--- src/rtl/ram_rw_ctl.sv ---
// ram_rw_ctl: host byte-command initiator for the RAM debug read/write port.
// Optional trailing checksum byte per transfer: define RAM_RW_CTL_CHKSUM_EN.
module ram_rw_ctl #(
   parameter int XLEN       = 32,
   parameter int RD_LATENCY = 1
) (
   input  logic            clk_i,
   input  logic            rst_i,
   input  logic [7:0]      rx_data_i,
   input  logic            rx_valid_i,
   output logic            rx_ready_o,
   output logic [7:0]      tx_data_o,
   output logic            tx_valid_o,
   input  logic            tx_ready_i,
   output logic            ram_rw_sel_o,
   output logic [XLEN-1:0] ram_rw_addr_o,
   output logic [XLEN-1:0] ram_wr_data_o,
   output logic [3:0]      ram_wr_byte_en_o,
   input  logic [7:0]      ram_rd_data_i,
   output logic            busy_o,
   output logic            err_o
);

   typedef enum logic [2:0] {
      IDLE,
      ADDR,
      LEN,
      WR_ACCEPT,
      WR_STROBE,
      RD_WAIT,
      RD_SEND
`ifdef RAM_RW_CTL_CHKSUM_EN
      , SUM_SEND
`endif
   } state_t;

   state_t          state, nxt_state;
   logic [XLEN-1:0] addr, nxt_addr;
   logic [15:0]     len, nxt_len;
   logic [1:0]      cnt, nxt_cnt;
   logic            is_rd, nxt_is_rd;
   logic [7:0]      tx_data, nxt_tx_data;
   logic            tx_valid, nxt_tx_valid;
   logic [XLEN-1:0] wr_data, nxt_wr_data;
   logic [3:0]      byte_en, nxt_byte_en;
   logic            rx_ready, nxt_rx_ready;
   logic            sel, nxt_sel;
   logic            busy, nxt_busy;
   logic            err, nxt_err;
   logic            rx_hs, tx_hs;
   logic [15:0]     full_len;
`ifdef RAM_RW_CTL_CHKSUM_EN
   logic [7:0]      sum, nxt_sum;
`endif

   assign rx_ready_o       = rx_ready;
   assign tx_data_o        = tx_data;
   assign tx_valid_o       = tx_valid;
   assign ram_rw_sel_o     = sel;
   assign ram_rw_addr_o    = addr;
   assign ram_wr_data_o    = wr_data;
   assign ram_wr_byte_en_o = byte_en;
   assign busy_o           = busy;
   assign err_o            = err;

   assign rx_hs    = rx_valid_i & rx_ready;
   assign tx_hs    = tx_valid & tx_ready_i;
   // Length arrives LSB first; this is the value once the 2nd byte lands.
   assign full_len = {rx_data_i, len[15:8]};

   // Next-state, datapath and registered-output decode.
   always_comb begin
      nxt_state    = state;
      nxt_addr     = addr;
      nxt_len      = len;
      nxt_cnt      = cnt;
      nxt_is_rd    = is_rd;
      nxt_tx_data  = tx_data;
      nxt_tx_valid = tx_valid;
      nxt_wr_data  = wr_data;
      nxt_err      = 1'b0;
`ifdef RAM_RW_CTL_CHKSUM_EN
      nxt_sum      = sum;
`endif
      case (state)
         IDLE: begin
            if (rx_hs) begin
               nxt_cnt = 2'd0;
               case (rx_data_i)
                  8'h2A: nxt_state = ADDR;
                  8'h2B, 8'h2C: begin
                     nxt_state = LEN;
                     nxt_is_rd = (rx_data_i == 8'h2C);
`ifdef RAM_RW_CTL_CHKSUM_EN
                     nxt_sum   = 8'h00;
`endif
                  end
                  default: nxt_err = 1'b1;
               endcase
            end
         end
         ADDR: begin
            if (rx_hs) begin
               // Shift in LSB first; after 4 bytes byte 0 sits at [7:0].
               nxt_addr = {rx_data_i, addr[XLEN-1:8]};
               nxt_cnt  = cnt + 2'd1;
               if (cnt == 2'd3) nxt_state = IDLE;
            end
         end
         LEN: begin
            if (rx_hs) begin
               nxt_len = full_len;
               nxt_cnt = 2'd0;
               if (cnt == 2'd1) begin
                  if (full_len == 16'd0) nxt_state = IDLE;
                  else if (is_rd)        nxt_state = RD_WAIT;
                  else                   nxt_state = WR_ACCEPT;
               end else begin
                  nxt_cnt = 2'd1;
               end
            end
         end
         WR_ACCEPT: begin
            if (rx_hs) begin
               nxt_wr_data = {(XLEN/8){rx_data_i}};
               nxt_state   = WR_STROBE;
`ifdef RAM_RW_CTL_CHKSUM_EN
               nxt_sum     = sum + rx_data_i;
`endif
            end
         end
         WR_STROBE: begin
            nxt_addr = addr + XLEN'(1);
            nxt_len  = len - 16'd1;
            if (len == 16'd1) begin
`ifdef RAM_RW_CTL_CHKSUM_EN
               nxt_state    = SUM_SEND;
               nxt_tx_data  = sum;
               nxt_tx_valid = 1'b1;
`else
               nxt_state    = IDLE;
`endif
            end else begin
               nxt_state = WR_ACCEPT;
            end
         end
         RD_WAIT: begin
            if (cnt == 2'(RD_LATENCY)) begin
               nxt_tx_data  = ram_rd_data_i;
               nxt_tx_valid = 1'b1;
               nxt_state    = RD_SEND;
`ifdef RAM_RW_CTL_CHKSUM_EN
               nxt_sum      = sum + ram_rd_data_i;
`endif
            end else begin
               nxt_cnt = cnt + 2'd1;
            end
         end
         RD_SEND: begin
            if (tx_hs) begin
               nxt_tx_valid = 1'b0;
               nxt_addr     = addr + XLEN'(1);
               nxt_len      = len - 16'd1;
               nxt_cnt      = 2'd0;
               if (len == 16'd1) begin
`ifdef RAM_RW_CTL_CHKSUM_EN
                  nxt_state    = SUM_SEND;
                  nxt_tx_data  = sum;
                  nxt_tx_valid = 1'b1;
`else
                  nxt_state    = IDLE;
`endif
               end else begin
                  nxt_state = RD_WAIT;
               end
            end
         end
`ifdef RAM_RW_CTL_CHKSUM_EN
         SUM_SEND: begin
            if (tx_hs) begin
               nxt_tx_valid = 1'b0;
               nxt_state    = IDLE;
            end
         end
`endif
         default: nxt_state = IDLE;
      endcase

      nxt_busy     = (nxt_state != IDLE);
      nxt_rx_ready = (nxt_state == IDLE) || (nxt_state == ADDR) ||
                     (nxt_state == LEN)  || (nxt_state == WR_ACCEPT);
      nxt_sel      = nxt_busy && (nxt_state != ADDR) &&
                     (nxt_state != LEN);
      nxt_byte_en  = (nxt_state == WR_STROBE) ?
                     (4'b0001 << nxt_addr[1:0]) : 4'b0000;
   end

   // State, datapath and output registers.
   always_ff @(posedge clk_i or posedge rst_i) begin
      if (rst_i) begin
         state    <= IDLE;
         addr     <= '0;
         len      <= '0;
         cnt      <= '0;
         is_rd    <= 1'b0;
         tx_data  <= '0;
         tx_valid <= 1'b0;
         wr_data  <= '0;
         byte_en  <= '0;
         rx_ready <= 1'b0;
         sel      <= 1'b0;
         busy     <= 1'b0;
         err      <= 1'b0;
`ifdef RAM_RW_CTL_CHKSUM_EN
         sum      <= '0;
`endif
      end else begin
         state    <= nxt_state;
         addr     <= nxt_addr;
         len      <= nxt_len;
         cnt      <= nxt_cnt;
         is_rd    <= nxt_is_rd;
         tx_data  <= nxt_tx_data;
         tx_valid <= nxt_tx_valid;
         wr_data  <= nxt_wr_data;
         byte_en  <= nxt_byte_en;
         rx_ready <= nxt_rx_ready;
         sel      <= nxt_sel;
         busy     <= nxt_busy;
         err      <= nxt_err;
`ifdef RAM_RW_CTL_CHKSUM_EN
         sum      <= nxt_sum;
`endif
      end
   end

endmodule

--- config.mk ---
export PLATFORM = sky130hd
export DESIGN_NAME = ram_rw_ctl
export DESIGN_NICKNAME = d
export VERILOG_FILES = /design/src/rtl/ram_rw_ctl.sv
export SDC_FILE = /design/constraint.sdc
export NUM_CORES = 1
export LEC_CHECK = 0
export ABC_AREA = 1
export ABC_CLOCK_PERIOD_IN_PS = 5150
export CAP_MARGIN = 20
export CORE_MARGIN = 8
export CORE_UTILIZATION = 55
export DETAILED_ROUTE_END_ITERATION = 10
export GPL_ROUTABILITY_DRIVEN = 0
export PLACE_DENSITY = 0.85
export SLEW_MARGIN = 25
export SYNTH_ARGS = -nofsm -noshare
export SYNTH_HDL_FRONTEND = slang
export SYNTH_SLANG_ARGS = --single-unit
--- constraint.sdc ---
create_clock -name clk_i -period 5.15 [get_ports clk_i]
set_input_delay 1.2875 -clock clk_i [delete_from_list [all_inputs] [get_ports clk_i]]
set_output_delay 1.2875 -clock clk_i [all_outputs]
set_load 0.1 [all_outputs]
## Yosys cells after proc, flatten, opt, wreduce, memory -nomap -nowiden

Cells that the tools add are included.
W data, S select, Z words.

| storage, ports and cells | value |
|---|---|
| bits of input ports | 20 |
| register bits | 103 |
| output and inout bits | 81 |
| word-level logic and storage cells | 100 |

| cells by class | value |
|---|---|
| mux-type cells | 34 |
| reductions and logical operators | 22 |
| shift operators | 1 |
| add/sub/neg operators | 3 |
| bitwise logic cells | 2 |
| equality and inequality tests | 24 |

Operators by type and width:

| kind | number |
|---|---|
| $pmux W32 S3 | 1 |
| $mux W32 | 2 |
| $pmux W16 S3 | 1 |
| $mux W3 | 11 |
| $add A32 B1 Y32 const B | 1 |
| $mux W16 | 2 |
| $eq A8 B6 Y1 const B | 3 |
| $pmux W3 S7 | 1 |
| $eq A16 B1 Y1 const B | 1 |
| $logic_not A16 Y1 | 1 |
| $sub A16 B1 Y16 const B | 1 |
| $eq A3 B2 Y1 const B | 4 |
| $eq A3 B3 Y1 const B | 4 |
| $mux W2 | 6 |
| $ne A2 B2 Y1 const B | 6 |
| $reduce_and A3 Y1 | 4 |
| $pmux W2 S5 | 1 |
| $reduce_bool A3 Y1 | 3 |
| $eq A3 B1 Y1 const B | 2 |
| $logic_not A3 Y1 | 2 |
| $mux W1 | 6 |
| $pmux W3 S2 | 1 |
| $reduce_and A6 Y1 | 1 |
| $reduce_bool A5 Y1 | 1 |
| 15 further kinds | 20 |

## Longest topological paths before layout

| logic depth | value |
|---|---|
| depth in word-level cells | 9 |
| gate-level depth with buffers | 11 |
| depth with buffers taken out | 11 |

## Worst setup path before layout

OpenSTA, ideal clock, no wires.

| timing | value |
|---|---|
| kind | flip-flop to output port |
| start point | reg, netlist name ram_wr_data_o[26] |
| end point | out ram_wr_data_o[10] |
| setup slack | 2.489 ns |
| cell stages (with the launch flop) | 2 |
| required time | 3.863 ns |
| arrival time | 1.373 ns |
| buffers on the path | 1 |
| path through | dfrtp_1 -> buf_4 |

RTL lines:

| what | line | source |
|---|---|---|
| end, declared | 17 | `output logic [XLEN-1:0] ram_wr_data_o,` |

## Worst setup path after layout

| timing | value |
|---|---|
| start point | reg addr[27] (netlist: ram_rw_addr_o[27]) |
| end point | out ram_rw_addr_o[27] |

RTL lines:

| what | line | source |
|---|---|---|
| start, declared | 38 | `logic [XLEN-1:0] addr, nxt_addr;` |
| start signal, assigned | 219 | `addr <= nxt_addr;` |
| end, declared | 16 | `output logic [XLEN-1:0] ram_rw_addr_o,` |

No word-level cell between the ends.

==> Implementation_results.wiki <==
{| class="wikitable"
! Metric !! Value
|-
| Result of the run || finished clean
|-
| Total global routing overflow || 0
|-
| Half-perimeter wire length after placement || 10710 um
|-
| Total routed wirelength || 14440 um
|-
| Mean post-synth cell area || a little under 7 um^2
|-
| Final design utilization || 69.35%
|-
| Pwr dens || 429.7 nW/um^2
|-
| Buffer and inverter count on the worst path || 1
|-
| Starting utilization of the core area || 56.90%
|-
| Tot GR Track Use || between 20% and 30%
|-
| Vias in the first global route || 5009
|-
| Maximum fanout along the worst path || 8
|-
| Arrival time worst endpoint || 2060 ps
|-
| Root buf cell || clkbuf_8
|-
| Die Y-Extent || roughly 110 um
|-
| First-pass detailed-route iteration total || 5
|-
| Post-synth cell types || 39
|-
| Worst hold-check path type || reg -> reg
|-
| Post-cts gate resize count || 0
|-
| Floorplan core area || 8763 um^2
|-
| Cell Rows || 34
|-
| CTS tree || done
|-
| Setup Total Neg Slack || 0 ps
|-
| Kind of critical path || reg -> out
|-
| Clock-pin slew on the worst setup and hold paths || 80 ps
|-
| Syn Std Cell Area || ~5000 um^2
|-
| Share of layout cells above drive strength 1 || 5.743%
|-
| Critical Path Start Type || register
|-
| CP delay by family, top || buffers and inverters
|-
| CP max stage delay || 1200 ps
|-
| Insertion delay to the later sink of the worst-skew pair || roughly 360 ps
|-
| Crit share post-route || roughly 65%
|-
| Dominant register cell in the synthesized netlist || dfrtp_1
|-
| Part of the Yosys area used for sequential elements || 39.65%
|-
| Commonest non-fill, non-tap cell in the layout || nand2_1
|-
| Die area || 12370 um^2
|-
| Number of antenna diodes || 0
|-
| Top library cells by usage in the layout, fill and taps aside || 215 x nand2_1, 109 x nor2_1, 100 x clkdlybuf4s50_1
|-
| Buffers on Ports || 100
|-
| Number of max-slew violations in the final report || 0
|-
| Detailed-route DRC error count || 0
|-
| Wire length of the first global-routing pass || 24450 um
|-
| Setup violators final || 0
|-
| Cell with the biggest individual delay on the critical path || clkdlybuf4s50_1
|-
| Max clock buf depth || 2
|-
| Required time of the critical path || 3860 ps
|-
| Number of clock buffers inserted by TritonCTS || 9
|-
| Max-slew headroom at the worst pin || 31.93%
|-
| Die X-Extent || between 100 and 150 um
|-
| Tmin final || 3351 ps
|-
| Final Hold Viols || 0
|-
| Smallest setup slack after layout || around 1800 ps
|-
| Post-CTS setup buffers || 0
|-
| Post-DR wirelength/cell || roughly 16 um
|-
| Total via count after detailed routing || about 5100
|-
| Number of antenna violations at the first check in global routing || 0
|-
| I/O pin count || 101
|-
| Net count after synthesis || between 700 and 800
|-
| Nature of the critical path endpoint || primary output
|-
| P&R area growth vs syn || 21.88%
|-
| Max H-tree Level || 3
|-
| RSZ-0062 raised after global routing || no
|-
| Setup slack after placement || between 1500 and 2000 ps
|-
| Standby leakage power || 2.576 nW
|-
| Async set or reset register ratio after synthesis || 100.0%
|-
| Largest net degree at the start of global routing || 60
|-
| Detail Route Antenna Nets || 0
|-
| Number of clock sinks seen by CTS || 79
|-
| Cell-by-cell trace of the critical path || clkdlybuf4s50_1
|-
| Detailed router's first-iteration violation count || 416
|-
| Number of warnings reported in the yosys synthesis log || 0
|-
| Synth top area cells || dfrtp_1 40%, nand2_1 16%, nor2_1 8.2%
|-
| Area share of the leading cell type in the synthesized netlist || 39.65%
|-
| Drt via density || 5.651
|-
| Post-route clock skew || approximately 8.1 ps
|-
| Number of enable flip-flop cells after synthesis || 0
|-
| Layout net count || 821
|-
| Max Clk Rate || 298.4 MHz
|-
| Register bit count reported by yosys || 79
|-
| Number of instances in the synthesized netlist || 721
|-
| Worst-margin pin slew || 1018 ps
|-
| Max Cap Viol || 0
|-
| Top cell type by total area after synthesis || dfrtp_1
|-
| Worst vdd ir || a little over 0.3 mV
|-
| Hold-fix buffers at CTS || 0
|}
final timing paths:
path | slack (ps) | cells after the start | to | start
max | 1800 | 1 | ram_rw_addr_o[27] | ram_rw_addr_o[27]
min | 510 | 1 | tx_data_o[3] | tx_data_o[3]
max reg2reg | 2810 | 10 | ram_wr_byte_en_o[3] | state[0]
min reg2reg | 510 | 1 | tx_data_o[3] | tx_data_o[3]
max in group asynchronous | 2810 | 3 | len[4] | rst_i
min in group asynchronous | 1240 | 2 | ram_rw_addr_o[31] | rst_i
layout make-up:
cell class,instances,area [um^2]
timing repair buffer,102,1016
fill,704,2686
clock buffer,13,148.9
clock inverter,3,42.54
inverter,77,289.0
tap,108,135.1
multi-input combinational,527,2469
sequential,79,1977
cells in the mapped netlist, types with 5 or more instances:
library cell / n
inv_1: 70
ha_1: 5
buf_2: 9
buf_4: 24
o21ai_1: 9
nand2_2: 5
o211ai_1: 14
mux2_2: 8
nand4_1: 10
nand2_1: 215
inv_2: 7
o21ai_0: 44
nand3_1: 52
dfrtp_1: 79
a21oi_1: 23
nor2_1: 109
cell families (layout without fill, tap and decap cells):
family | count (synthesis) | in the layout | synth area share [%]
and+or+nand+nor | 407 | 407 | 33.93
buffers and inverters | 115 | 195 | 10.84
AOI/OAI and AO/OA | 104 | 104 | 12.00
DFF | 79 | 79 | 39.65
muxes | 8 | 8 | 1.807
adders and majority gates | 5 | 5 | 1.255
xor gates and xnor gates | 3 | 3 | 0.5271
registers in the layout (all words and copies together) (netlist names):
name              flops
ram_wr_data_o         8
len                  16
busy_o                1
cnt                   2
tx_data_o             8
ram_rw_addr_o        32
rx_ready_o            1
err_o                 1
ram_rw_sel_o          1
tx_valid_o            1
state                 3
ram_wr_byte_en_o      4
is_rd                 1
where the power goes:
part	internal [mW]	switching, mW	total [mW]
Clock	0.237	0.233	0.470
Sequential	0.731	0.180	0.912
Combinational	0.275	0.954	1.23
Total	1.24	1.37	2.61
layer usage:
| metal | part of all wire (%) | wire (um) | global-route usage, % | vias to the layer above |
|---|---|---|---|---|
| met5 | 0 | 0 | 0 | - |
| met4 | 2.9 | 425 | 9.600 | 0 |
| met3 | 7.2 | 1033 | 5.574 | 46 |
| met2 | 51 | 7325 | 41.29 | 220 |
| met1 | 39 | 5653 | 27.06 | 2415 |
| li1 | - | - | - | 2456 |
through the flow:
stage                     total power, mW  hold WS (ps)  instances  instance area (um^2)
after floorplan                     1.819         472.4        721                  4986
after global placement              2.127         488.0        893                  5886
after detailed placement            2.144         491.7        893                  5886
after CTS                           2.613         509.3        909                  6077
after global routing                2.729         524.4        909                  6077
final                               2.611         506.5        909                  6077
(Power assumes the default switching activity.)
